[src/rtl/uart_io_port.sv]
// CPU-side UART port: RX deserializer feeding INPR/FGI and TX serializer fed by OUTR/FGO,
// with sticky overrun, framing and dropped-write error flags.
module uart_io_port #(
  parameter int CLKS_PER_BIT = 16,
  parameter int SYNC_STAGES  = 2
) (
  input  logic       clk,
  input  logic       rst_n,
  input  logic       uart_rxd,
  output logic       uart_txd,
  output logic [7:0] inpr,
  output logic       fgi,
  input  logic       fgi_clr,
  input  logic [7:0] outr,
  input  logic       out_wr,
  output logic       fgo,
  input  logic       err_clr,
  output logic       rx_overrun,
  output logic       rx_frame_err,
  output logic       tx_drop
);

  localparam int CW = $clog2(CLKS_PER_BIT);
  localparam logic [CW-1:0] FULL_M1 = CW'(CLKS_PER_BIT - 1);
  localparam logic [CW-1:0] HALF_M1 = CW'(CLKS_PER_BIT / 2 - 1);

  typedef enum logic [2:0] {RX_IDLE, RX_START, RX_DATA, RX_STOP, RX_WAIT_HIGH} rx_state_t;
  typedef enum logic [1:0] {TX_IDLE, TX_START, TX_DATA, TX_STOP} tx_state_t;

  logic [SYNC_STAGES-1:0] sync_q;
  logic                   rxs;

  rx_state_t     rx_state;
  logic [CW-1:0] rx_cnt;
  logic [3:0]    rx_idx;
  logic [7:0]    rx_shift;

  tx_state_t     tx_state;
  logic [CW-1:0] tx_cnt;
  logic [3:0]    tx_idx;
  logic [7:0]    tx_shift;

  // Synchronizer flops reset to the idle-high line level so reset never looks like a start bit.
  always_ff @(posedge clk or negedge rst_n) begin
    if (!rst_n) begin
      sync_q <= '1;
    end else begin
      sync_q <= {sync_q[SYNC_STAGES-2:0], uart_rxd};
    end
  end

  assign rxs = sync_q[SYNC_STAGES-1];

  // Clears are written first so that a load or error set later in the same cycle wins.
  always_ff @(posedge clk or negedge rst_n) begin
    if (!rst_n) begin
      rx_state     <= RX_IDLE;
      rx_cnt       <= '0;
      rx_idx       <= '0;
      rx_shift     <= '0;
      inpr         <= '0;
      fgi          <= 1'b0;
      rx_overrun   <= 1'b0;
      rx_frame_err <= 1'b0;
    end else begin
      if (fgi_clr) fgi <= 1'b0;
      if (err_clr) begin
        rx_overrun   <= 1'b0;
        rx_frame_err <= 1'b0;
      end
      case (rx_state)
        RX_IDLE: begin
          if (!rxs) begin
            rx_state <= RX_START;
            rx_cnt   <= '0;
            rx_idx   <= '0;
          end
        end
        RX_START: begin
          if (rx_cnt == HALF_M1) begin
            rx_cnt   <= '0;
            rx_state <= rxs ? RX_IDLE : RX_DATA;
          end else begin
            rx_cnt <= rx_cnt + 1'b1;
          end
        end
        RX_DATA: begin
          if (rx_cnt == FULL_M1) begin
            rx_cnt   <= '0;
            rx_shift <= {rxs, rx_shift[7:1]};
            if (rx_idx == 4'd7) begin
              rx_idx   <= '0;
              rx_state <= RX_STOP;
            end else begin
              rx_idx <= rx_idx + 4'd1;
            end
          end else begin
            rx_cnt <= rx_cnt + 1'b1;
          end
        end
        RX_STOP: begin
          if (rx_cnt == FULL_M1) begin
            rx_cnt <= '0;
            if (!rxs) begin
              rx_frame_err <= 1'b1;
              rx_state     <= RX_WAIT_HIGH;
            end else begin
              rx_state <= RX_IDLE;
              if (!fgi || fgi_clr) begin
                inpr <= rx_shift;
                fgi  <= 1'b1;
              end else begin
                rx_overrun <= 1'b1;
              end
            end
          end else begin
            rx_cnt <= rx_cnt + 1'b1;
          end
        end
        RX_WAIT_HIGH: begin
          if (rxs) rx_state <= RX_IDLE;
        end
        default: rx_state <= RX_IDLE;
      endcase
    end
  end

  // uart_txd is registered; every bit boundary updates it on the terminal count.
  always_ff @(posedge clk or negedge rst_n) begin
    if (!rst_n) begin
      tx_state <= TX_IDLE;
      tx_cnt   <= '0;
      tx_idx   <= '0;
      tx_shift <= '0;
      uart_txd <= 1'b1;
      fgo      <= 1'b1;
      tx_drop  <= 1'b0;
    end else begin
      if (err_clr) tx_drop <= 1'b0;
      if (out_wr && !fgo) tx_drop <= 1'b1;
      case (tx_state)
        TX_IDLE: begin
          uart_txd <= 1'b1;
          if (out_wr && fgo) begin
            tx_shift <= outr;
            fgo      <= 1'b0;
            uart_txd <= 1'b0;
            tx_cnt   <= '0;
            tx_idx   <= '0;
            tx_state <= TX_START;
          end
        end
        TX_START: begin
          if (tx_cnt == FULL_M1) begin
            tx_cnt   <= '0;
            uart_txd <= tx_shift[0];
            tx_shift <= {1'b0, tx_shift[7:1]};
            tx_state <= TX_DATA;
          end else begin
            tx_cnt <= tx_cnt + 1'b1;
          end
        end
        TX_DATA: begin
          if (tx_cnt == FULL_M1) begin
            tx_cnt <= '0;
            if (tx_idx == 4'd7) begin
              tx_idx   <= '0;
              uart_txd <= 1'b1;
              tx_state <= TX_STOP;
            end else begin
              tx_idx   <= tx_idx + 4'd1;
              uart_txd <= tx_shift[0];
              tx_shift <= {1'b0, tx_shift[7:1]};
            end
          end else begin
            tx_cnt <= tx_cnt + 1'b1;
          end
        end
        TX_STOP: begin
          if (tx_cnt == FULL_M1) begin
            tx_cnt   <= '0;
            fgo      <= 1'b1;
            tx_state <= TX_IDLE;
          end else begin
            tx_cnt <= tx_cnt + 1'b1;
          end
        end
        default: tx_state <= TX_IDLE;
      endcase
    end
  end

endmodule

[config.mk]
export PLATFORM = sky130hd
export DESIGN_NAME = uart_io_port
export DESIGN_NICKNAME = d
export VERILOG_FILES = /design/src/rtl/uart_io_port.sv
export SDC_FILE = /design/constraint.sdc
export NUM_CORES = 1
export LEC_CHECK = 0
export ABC_AREA = 1
export ABC_CLOCK_PERIOD_IN_PS = 1400
export BUFFER_PORTS_ARGS = -buffer_cell sky130_fd_sc_hd__buf_4
export CAP_MARGIN = 20
export CORE_ASPECT_RATIO = 1.25
export CORE_MARGIN = 2
export CORE_UTILIZATION = 55
export CTS_BUF_LIST = sky130_fd_sc_hd__clkbuf_8
export DETAILED_ROUTE_END_ITERATION = 10
export GPL_TIMING_DRIVEN = 0
export PLACE_DENSITY = 0.76
export SETUP_SLACK_MARGIN = 0.1
export SYNTH_ARGS = -nofsm -noshare
export SYNTH_HDL_FRONTEND = slang
export SYNTH_SLANG_ARGS = --single-unit
[constraint.sdc]
create_clock -name clk -period 1.4 [get_ports clk]
set_clock_uncertainty 0.1 [all_clocks]
set_input_delay 0.21 -clock clk [delete_from_list [all_inputs] [get_ports clk]]
set_output_delay 0.21 -clock clk [all_outputs]
set_load 0.05 [all_outputs]
# Word level (Yosys, flattened, before mapping)
# Index checks and enable logic that the tools add are counted.
word_totals:
  out_inout_bits: 14
  ram_bits: 0
  mem_count: 0
  reg_bits: 53
  latch_bits: 0
  input_bits: 14
  word_cells: 126
  romBits: 0
classes:
  shifts: 0
  n_bitwise: 0
  n_lt_le_gt_ge: 0
  n_eq_ne: 24
  n_addsub: 4
  div: 0
  reduce_logical: 25
  mul: 0
  mux: 57
op_table:
  columns: ["op", "n"]
  rows:
  - ["4-bit 2-to-1 mux", 9]
  - ["8-bit 2-to-1 mux", 4]
  - ["2-bit inequality test, second input constant", 12]
  - ["4-bit case mux with 2 select lines", 3]
  - ["8-bit case mux with 3 select lines", 1]
  - ["1-bit 2-to-1 mux", 22]
  - ["3-bit 2-to-1 mux", 7]
  - ["4-bit by 1-bit adder with 4-bit output, second input constant", 4]
  - ["3-bit case mux with 5 select lines", 1]
  - ["4-bit by 3-bit equality test with 1-bit output, second input constant", 3]
  - ["2-bit 2-to-1 mux", 6]
  - ["4-bit case mux with 3 select lines", 1]
  - ["3-bit AND reduction", 4]
  - ["5-bit AND reduction", 2]
  - ["4-bit equality test, second input constant", 2]
  - ["2-bit case mux with 4 select lines", 1]
  - ["2-bit nonzero test", 4]
  - ["3-bit by 2-bit equality test with 1-bit output, second input constant", 2]
  - ["6-bit AND reduction", 1]
  - ["3-bit nonzero test", 2]
  - ["2-bit equality test, second input constant", 2]
  - ["2-bit AND reduction", 2]
  - ["4-bit AND reduction", 1]
  - ["3-bit by 1-bit equality test with 1-bit output, second input constant", 1]
  - ["11 further kinds", 13]

# Logic depth before layout (Yosys ltp)
# Gate-level depths: netlist (run 1).
depth:
  ltp_word: 6
  mapped_depth: 9
  mapped_depth_nobuf: 8

# Worst setup path after synthesis (run 1)
# OpenSTA, ideal clock, no wires.
synth_timing:
  path_type: "reg2reg"
  start: "register fgo"
  end: "register tx_state[0]"
  arrival_time_ps: 1336
  path_stages_with_launch: 8
  setup_time_ps: 117
  path_slack_ps: -152
  synth_period_minus_slack_ps: 1552
  required_ps: 1183
  path_buffers: 0
  path_cell_list: "dfstp_2 nand2_1 nand2_1 nand2_1 nor2_1 nand2_1 nand2_1 nand2_1"
synth_via:
  elab_chain_cells: 3
synth_lines:
  columns: ["element", "line_no", "text"]
  rows:
  - ["start: declaration", "16", "output logic fgo,"]
  - ["start signal: assignment", "136", "fgo <= 1'b1;"]
  - ["start signal: assignment", "146", "fgo <= 1'b0;"]
  - ["start signal: assignment", "182", "fgo <= 1'b1;"]
  - ["1-bit logical AND", "144", "if (out_wr && fgo) begin"]
  - ["2-bit inequality test (no line)", null, null]
  - ["5-bit AND reduction (no line)", null, null]
  - ["end signal: assignment", "150", "tx_state <= TX_START;"]
  - ["end signal: assignment", "158", "tx_state <= TX_DATA;"]
  - ["end signal: assignment", "169", "tx_state <= TX_STOP;"]
  - ["end: declaration", "38", "tx_state_t tx_state;"]
# Every way passes these cells.
# A chain may end at the register's enable or synchronous reset.

# Worst setup path after layout (run 1)
layout_timing:
  start: "register tx_state[0]"
  end: "register tx_shift[0]"
layout_via:
  elab_chain_cells: 3
  word_cells_on_any_way: 10
  classes_between: "eq/ne: 6; mux: 1; reduce/logical: 3"
layout_lines:
  columns: ["element", "line_no", "text"]
  rows:
  - ["start signal: assignment", "131", "tx_state <= TX_IDLE;"]
  - ["start signal: assignment", "150", null]
  - ["start signal: assignment", "158", null]
  - ["2-bit equality test, or another cell as far along", "141", "case (tx_state)"]
  - ["2-bit inequality test (no line) or 3-bit nonzero test (tied branches)", null, null]
  - ["5-bit AND reduction (no line)", null, null]
  - ["end signal: assignment", "145", "tx_shift <= outr;"]
  - ["end signal: assignment", "157", "tx_shift <= {1'b0, tx_shift[7:1]};"]
  - ["end signal: assignment", "173", "tx_shift <= {1'b0, tx_shift[7:1]};"]
  - ["end: declaration", "41", "logic [7:0] tx_shift;"]
# Parallel ways exist; a longest one is shown, timed or not.

==> results, run 1 <==
- The die covers 0.00547 mm^2.
- The power density over cell area is 928 mW/mm^2.
- The starting utilization of the core area is 56.9%.
- Dividing the detail-routed wire length by the instance count gives 14.5 um.
- The number of buffers on the longest clock path is 2.
- In the final layout, the share of cells above drive strength 1 is 47.0%.
- Counting distinct cell types in the post-synthesis netlist gives 29.
- The HPWL after detailed placement is 3.45 mm.
- The analysis attributes to cell leakage a power of 1.81 nW.
- Dividing the synthesized area by the synthesized cell count gives 8.59 um^2.
- The floorplan core area is 0.00473 mm^2.
- The required time at the worst-slack endpoint is 1.54 ns.
- The total routing usage reported by global routing is 23.1%.
- After layout, the worst path uses 116% of the clock period.
- From synthesis to final layout, the design area changed by 42.9%.
- Dividing the detail-routed via count by the number of cells gives 5.33.
- The number of buffer cells added on primary ports is 27.
- The relative max-transition margin is 56.1%.
- The number of warning messages in the yosys log is 0.
- The detailed router finished its first iteration with 126 violations.
- The critical path in this run is classified as reg2reg.
- The number of ports placed on the die boundary is 28.
- The detailed router put a total of 2.49 mm of wire on met1.
- In the post-synthesis netlist, the biggest area contributors are sky130_fd_sc_hd__dfrtp_1 46%, sky130_fd_sc_hd__nand2_1 15%, sky130_fd_sc_hd__o21ai_2 6.5%.
- In the post-synthesis netlist, the cell with the most instances is sky130_fd_sc_hd__nand2_1.
- Clock-pin slew was measured on the worst setup and hold paths at 0.10 ns.
- The commonest cells after synthesis are 107 x sky130_fd_sc_hd__nand2_1, 49 x sky130_fd_sc_hd__dfrtp_1, 30 x sky130_fd_sc_hd__inv_1.
- The routed layout has 2352 vias.
- The highest metal layer carrying signal wires in the routed design is met4.
- The number of antenna violations at the first check in global routing is 0.
- The peak fanout along the critical path is 5.
- Clock tree synthesis selected as its root buffer the cell sky130_fd_sc_hd__clkbuf_8.
- In this run the vertical extent of the chip is 82.2 um.
- At the pin with the least slew margin, the transition time is 0.659 ns.
- The number of pins exceeding their max-slew limit in the final report is 0.
- The first TritonRoute pass finished after 4 iterations.
- The checks that failed: negative setup slack.
- In the post-route analysis, the smallest setup slack over all paths is -0.222 ns.
- The setup violation total in the final timing report is 24.
- The post-layout instance count excluding filler cells is 441.
- The clock insertion delay at the later pin of the skew report is 0.31 ns.
- In the detailed route, the total length drawn on met2 is 3.55 mm.
- The first global-routing pass estimated 9.69 mm of wire.
- The placed instance count is 400.
- The total DRC errors in the routed layout is 0.
- OpenSTA, run right after detailed placement, puts the worst setup slack at -0.263 ns.
- Entering global routing, the biggest net connects 54 pins.
- The total length of routed met3 wires is 189 um.
- Clock tree synthesis found a total of 53 sinks.
- For this run, the leading register cell type out of synthesis is sky130_fd_sc_hd__dfrtp_1.
- The run finished, with violations left.
- The final number of hold-violating endpoints is 0.
- The design draws 3.57 mW.
- In this run the cell area of the synthesized design comes to 0.00269 mm^2.
- In the synthesized netlist the async set-or-reset flop fraction comes to 100%.
- The maximum VDD drop is 0.825 mV.
- The cell type with the highest aggregate area in the netlist is sky130_fd_sc_hd__dfrtp_1.
- The global route total overflow is 0.
- At the end of the flow, the number of nets in the layout was 403.
- The max-capacitance violation count is 0.
- The detail route stage leaves a number of antenna-violating nets equal to 0.
- TritonCTS built the clock tree.
- The number of flops mapped to enable cells by yosys is 0.
- Of the synthesized area, sequential elements account for 49.5%.
- The die extent in x is 66.6 um.
- The filler cells instantiated in the layout total 281.
- The CTS buffer count is 5.
- The arrival time of the worst setup path is 1.76 ns.
- Summed over all failing endpoints, the final setup total negative slack is -3.24 ns.
- Setup repair after global routing could not meet its margin everywhere.
- The synthesis-stage register bit count is 53.
- The clock tree synthesis step divided the H-tree into 2 levels.
- The via count of the first global-routing pass is 2198.
- The post-detailed-routing wire length is 6.39 mm.
- The worst hold path class is in2reg.
- The number of antenna diodes in the final layout is 0.
- The share of the synthesized area in the top cell type is 45.6%.
- The instance count of the mapped netlist is 313.
- The congestion estimate from routability-driven global placement came to 0.807.
- STA classifies the critical path startpoint as a flop.
- The sort of element at the end of the critical path is a flop.
- For this run, the top clock speed supported by timing is 617 MHz.
- The time the worst path needs with I/O delays and setup is 1.62 ns.
- The number of cell rows is 28.
- The number of nets produced by synthesis is 336.
==> timing repair <==
item                                    CTS  global route
pin swaps                                20            21
gates cloned                              3             1
setup buffers                            19             8
resized for setup                        74            51
endpoints found under the hold margin    50             0
endpoints found under the setup margin   46            49
hold buffers                              2             0
==> final cells by class <==
type | count | area (um^2) | share of cell area, %
clock buffers | 5 | 68.8 | 1.79
repair buffers | 58 | 526 | 13.7
multi-input cells | 224 | 1610 | 41.8
clock inverters | 3 | 25.0 | 0.651
flip-flops and latches | 53 | 1330 | 34.7
plain buffers | 4 | 56.3 | 1.46
inverters | 34 | 153 | 3.97
well taps | 60 | 75.1 | 1.95
==> cells in the final DEF (no fill, tap or decap), types with 2 or more instances in the layout <==
cell type                       Yosys  routed
sky130_fd_sc_hd__buf_16             0       2
sky130_fd_sc_hd__buf_4              0      44
sky130_fd_sc_hd__buf_6              2       9
sky130_fd_sc_hd__buf_8              0       5
sky130_fd_sc_hd__clkbuf_8           0       5
sky130_fd_sc_hd__clkinv_4           0       2
sky130_fd_sc_hd__dfrtp_1           49      47
sky130_fd_sc_hd__dfrtp_2            0       2
sky130_fd_sc_hd__dfstp_2            4       4
sky130_fd_sc_hd__dlygate4sd3_1      0       2
sky130_fd_sc_hd__ha_1               9       3
sky130_fd_sc_hd__ha_2               0       2
sky130_fd_sc_hd__ha_4               0       4
sky130_fd_sc_hd__inv_1             30      21
sky130_fd_sc_hd__inv_2              3       8
sky130_fd_sc_hd__inv_4              0       2
sky130_fd_sc_hd__inv_8              0       2
sky130_fd_sc_hd__nand2_1          107      75
sky130_fd_sc_hd__nand2_2            3      16
sky130_fd_sc_hd__nand2_4            2      19
sky130_fd_sc_hd__nand2_8            0       3
sky130_fd_sc_hd__nand3_1           20      15
sky130_fd_sc_hd__nand3_2            2       6
sky130_fd_sc_hd__nand3_4            1       2
sky130_fd_sc_hd__nand4_1            2       2
sky130_fd_sc_hd__nor2_1            16       7
sky130_fd_sc_hd__nor2_4             4      13
sky130_fd_sc_hd__o21ai_0           21      11
sky130_fd_sc_hd__o21ai_1            1      10
sky130_fd_sc_hd__o21ai_2           20      19
sky130_fd_sc_hd__o21ai_4            0       2
sky130_fd_sc_hd__o31ai_2            0       2
sky130_fd_sc_hd__or2_2              2       2
sky130_fd_sc_hd__xor2_1             3       3
==> final timing paths <==
| kind | startpoint | end | slack, ns | depth (start not counted) |
|---|---|---|---|---|
| min in group asynchronous | rst_n | rx_cnt[2] | 0.36 | 2 |
| worst max-delay path | tx_state[0] | tx_shift[0] | -0.22 | 8 |
| worst min-delay path | outr[7] | tx_shift[7] | 0.006 | 3 |
| worst max register to register | tx_state[0] | tx_shift[0] | -0.22 | 8 |
| worst min register to register | sync_q[0] | sync_q[1] | 0.27 | 0 |
| max in group asynchronous | rst_n | fgi | 0.37 | 2 |
==> sequential cells by signal, indices dropped and copies added, names as in the netlist <==
register / count
inpr: 8
sync_q: 2
rx_state: 3
fgi: 1
rx_idx: 4
tx_shift: 8
uart_txd: 1
tx_idx: 4
rx_frame_err: 1
rx_overrun: 1
rx_shift: 8
fgo: 1
rx_cnt: 4
tx_cnt: 4
tx_drop: 1
tx_state: 2
==> per-layer routing <==
metal / vias to the layer above / global-route usage (%)
li1: 1137 / -
met1: 1145 / 26.9
met2: 53 / 43.1
met3: 17 / 3.93
met4: 0 / 7.35
met5: - / 0
==> worst max-delay path: stages, from the launching register on <==
cell and delay, ns:
sky130_fd_sc_hd__dfrtp_1 0.39, sky130_fd_sc_hd__inv_2 0.08, sky130_fd_sc_hd__ha_4 0.17, sky130_fd_sc_hd__buf_8 0.13, sky130_fd_sc_hd__o21ai_2 0.23, sky130_fd_sc_hd__nand2_4 0.13
sky130_fd_sc_hd__nor2_4 0.19, sky130_fd_sc_hd__nand2_1 0.07, sky130_fd_sc_hd__o21ai_1 0.08
==> kinds of logic after synthesis <==
family                   after synthesis  share of synthesized area, %
AO/OA/AOI/OAI                         48                          12.2
buffers and inverters                 38                          5.95
XOR/XNOR                               4                          1.30
flip-flops                            53                          49.5
adder cells (fa/ha/maj)                9                          4.19
AND/OR/NAND/NOR                      161                          26.9
==> stage by stage <==
| stage | hold slack (ns) | utilization (%) | instance area, um^2 |
|---|---|---|---|
| after global placement | 0.189 | 64.1 | 3030 |
| after CTS | 0.00502 | 76.2 | 3600 |
| after global routing | 0.0361 | 81.3 | 3840 |
| after floorplan | -0.186 | - | 2750 |
| after detailed placement | 0.186 | 64.1 | 3030 |
| final | 0.00602 | 81.3 | 3840 |
==> power breakdown <==
part / internal (mW) / total (mW) / switching [mW] / leakage, nW
clock: 0.362 / 0.907 / 0.545 / 0.0447
combinational: 0.368 / 0.889 / 0.521 / 1.07
sequential: 1.63 / 1.77 / 0.142 / 0.697
No activity file was read; power rests on OpenSTA's default activity.
==> run 2, diff against run 1 <==
--- a/config.mk
+++ b/config.mk
@@ -15,8 +15,9 @@
 export CTS_BUF_LIST = sky130_fd_sc_hd__clkbuf_8
 export DETAILED_ROUTE_END_ITERATION = 10
 export GPL_TIMING_DRIVEN = 0
+export HOLD_SLACK_MARGIN = 0.08
 export PLACE_DENSITY = 0.76
-export SETUP_SLACK_MARGIN = 0.1
+export SETUP_SLACK_MARGIN = 0.02
 export SYNTH_ARGS = -nofsm -noshare
 export SYNTH_HDL_FRONTEND = slang
 export SYNTH_SLANG_ARGS = --single-unit
==> run 2 against run 1 <==
The flow still finishes with violations (negative setup slack). Total power up 1.8%. Non-clock buffer count up 2. Worst setup slack improved by 0.028 ns. Utilization down 0.87 points. Global-route usage fell by 0.79 points. Sequential power is essentially flat. Sequential share of layout area is 0.44 points higher.
==> results, run 2 (same netlist as run 1, synthesis figures left out) <==
- The antenna diode count is 0 (unchanged).
- The setup violation total in the final timing report is 30 (+25%).
- The setup slack of the most critical reg-to-reg path was -0.19 ns (+0.03 ns).
- The time the worst path needs with I/O delays and setup is 1.59 ns (-0.0281 ns).
- The die height is 82.2 um (unchanged).
- The CTS buffer count was 5 (unchanged).
- The tree is rooted in a sky130_fd_sc_hd__clkbuf_8.
- The routed wire length per instance came to 15.6 um (+7.7%).
- The net count reported at finish was 405 (+0.50%).
- The post-DP HPWL was 3.43 mm (-0.59%).
- In this run the critical register-to-register path is launched from rx_cnt[1].
- The number of cell rows was 28 (unchanged).
- The clock sink count is 53 (unchanged).
- Leaving out fill and tap cells, the most frequent cells in the layout are 80 x sky130_fd_sc_hd__nand2_1, 45 x sky130_fd_sc_hd__dfrtp_1, 44 x sky130_fd_sc_hd__buf_4.
- The total power consumption of the routed design came to 3.63 mW (+1.8%).
- The critical path startpoint category is a flop.
- The number of antenna violations at the first check in global routing came to 0 (unchanged).
- The number of buffers on the longest clock path is 2 (unchanged).
- The largest registers in the layout are inpr (8), rx_shift (8), tx_shift (8).
- The final worst-path setup slack came to -0.194 ns (+0.0281 ns).
- The final reports fail on negative setup slack.
- The reported leakage power was 1.82 nW (+0.22%).
- The share of the core filled with cells is 80.4% (-0.87 points).
- The floorplan core area was 0.00473 mm^2 (unchanged).
- The detailed-router iteration count before antenna repair is 4 (unchanged).
- The number of ports placed on the die boundary is 28 (unchanged).
- The routability congestion estimate is 0.784 (-2.8%).
- The share of post-route cells with drive strength above 1 came to 45.4% (-1.6 points).
- The global route total overflow is 0 (unchanged).
- The total routing usage reported by global routing is 22.4% (-0.79 points).
- The flow ran to the end, but the final reports show violations.
- The number of cells on the worst hold path is 5 (+2).
- The share of the clock period used by the worst path after layout is 114% (-2.0 points).
- The endpoint identified for the worst register-to-register timing path is inpr[0].
- The required time at the worst-slack endpoint is 1.54 ns (about the same).
- The die extent in x is 66.6 um (unchanged).
- The average vias per placed instance is 5.40 (+1.3%).
- Relative to the synthesized area, the layout overhead comes to 41.3%.
- The worst hold path begins at outr[6].
- The total negative setup slack is -3.00 ns (+0.234 ns).
- The depth of the worst register-to-register path is 6 (-2).
- The sort of element at the end of the critical path is a flop.
- The starting utilization of the core area came to 56.9% (unchanged).
- The DRC violation total after the first TritonRoute iteration is 139 (+10%).
- The transition time of the tightest slew-check pin is 0.675 ns (+0.0165 ns).
- Setup repair after global routing could not meet its margin everywhere.
- The power density over cell area is 955 mW/mm^2 (+2.9%).
- The number of pins exceeding their max-slew limit in the final report is 0 (unchanged).
- The clock transition at the register clock pins on the worst setup and hold paths after CTS was 0.11 ns (about the same).
- The number of routed nets with antenna violations was 0 (unchanged).
- The first-pass GRT wire length came to 9.54 mm (-1.6%).
- The worst hold path belongs to the class in2reg.
- The maximum VDD drop was 0.487 mV (-41%).
- The number of filler cells placed in the layout is 292 (+3.9%).
- The maximum level of the CTS H-tree is 2 (unchanged).
- The worst hold endpoint is tx_shift[6].
- The relative max-transition margin is 55.0% (-1.1 points).
- The largest net degree at the start of global routing came to 54 (unchanged).
- The placed instance count came to 400 (unchanged).
- The max-capacitance violation count is 0 (unchanged).
- TritonCTS built the clock tree.
- The type of the worst setup path is reg2reg.
- The final number of hold-violating endpoints is 0 (unchanged).
- The leading cell type in the layout, fill and taps excluded is sky130_fd_sc_hd__nand2_1.
- The arrival time of the worst setup path is 1.74 ns (-0.02 ns).
- The via count is 2393 (+1.7%).
- The maximum operating frequency is 627 MHz (+1.8%).
- The total DRC errors in the routed layout is 0 (unchanged).
- The floorplan die area is 0.00547 mm^2 (unchanged).
- The number of buffer cells added on primary ports is 27 (unchanged).
- The clock insertion delay at the later pin of the skew report is 0.31 ns (about the same).
- The post-layout instance count excluding filler cells is 443 (+0.45%).
- The via count of the first global-routing pass is 2204 (+0.27%).
- The post-detailed-routing wire length is 6.91 mm (+8.2%).
- The peak fanout along the critical path is 8 (+3).
## run 2: cell count changes in the layout (fill, tap and decap cells not counted), moves of 2 or more
cell | previous run | this run
sky130_fd_sc_hd__nand3_2 | 6 | 3
sky130_fd_sc_hd__dfrtp_2 | 2 | 4
sky130_fd_sc_hd__nand2_1 | 75 | 80
sky130_fd_sc_hd__nand2_2 | 16 | 19
sky130_fd_sc_hd__nor2_2 | 1 | 3
sky130_fd_sc_hd__dlygate4sd3_1 | 2 | 5
sky130_fd_sc_hd__dfrtp_1 | 47 | 45
sky130_fd_sc_hd__nand2_4 | 19 | 12
sky130_fd_sc_hd__nand3_1 | 15 | 17
sky130_fd_sc_hd__o21ai_4 | 2 | 5
sky130_fd_sc_hd__nor2_4 | 13 | 11
sky130_fd_sc_hd__o21ai_1 | 10 | 7
sky130_fd_sc_hd__buf_8 | 5 | 2
## run 2: power breakdown
part / switching, mW / leakage [nW] / internal, mW
combinational: 0.615 / 1.07 / 0.380
sequential: 0.131 / 0.694 / 1.63
clock: 0.525 / 0.0497 / 0.351
total: 1.27 / 1.82 / 2.36
## run 2: layer usage
metal | track usage [%] | up-vias | part of all wire (%)
met5 | 0 | - | 0
met4 | 6.53 | 0 | 1.2
met3 | 3.66 | 10 | 3.2
met2 | 41.1 | 62 | 55
met1 | 26.7 | 1182 | 40
li1 | - | 1139 | -
## run 2: final cells by class
type,count,area [um^2],area share [%]
Sequential cell,53,1340,35.1
Clock inverter,3,17.5,0.461
Timing Repair Buffer,61,549,14.4
Tap cell,60,75.1,1.97
Buffer,3,46.3,1.22
Inverter,34,148,3.88
Multi-Input combinational cell,224,1560,41.1
Clock buffer,5,68.8,1.81
## run 2: worst max-delay path: stages, from the launching register on
cell	delay, ns
sky130_fd_sc_hd__dfrtp_1	0.41
sky130_fd_sc_hd__ha_4	0.18
sky130_fd_sc_hd__nand3_4	0.13
sky130_fd_sc_hd__nor2_4	0.17
sky130_fd_sc_hd__nand3_4	0.18
sky130_fd_sc_hd__buf_8	0.20
sky130_fd_sc_hd__o21ai_2	0.14
## run 2: worst max-delay path by stage
stage / depth (start not counted) / startpoint / to / slack [ns]
after floorplan: 7 / fgo / tx_state[0] / -0.1
after global placement: 8 / tx_state[0] / tx_shift[7] / -0.23
after detailed placement: 8 / tx_state[0] / tx_shift[7] / -0.25
after CTS: 8 / tx_state[0] / tx_shift[7] / -0.13
after global routing: 7 / tx_state[0] / tx_shift[0] / -0.22
final: 6 / rx_cnt[1] / inpr[0] / -0.19
## run 2: what timing repair did
item / CTS / global route
buffers inserted: 12 / 15
endpoints found under the hold margin: 53 / 0
hold buffers: 5 / 0
pin swaps: 16 / 33
endpoints found under the setup margin: 41 / 41
resized for setup: 38 / 80
cloned: 2 / 2
## run 2: stage by stage
| stage | worst slack (ns) | hold WS, ns | area (um^2) |
|---|---|---|---|
| after floorplan | -0.0966 | -0.186 | 2730 |
| after global placement | -0.234 | 0.195 | 3010 |
| after detailed placement | -0.250 | 0.189 | 3010 |
| after CTS | -0.130 | 0.0837 | 3380 |
| after global routing | -0.222 | 0.118 | 3800 |
| final | -0.194 | 0.0886 | 3800 |
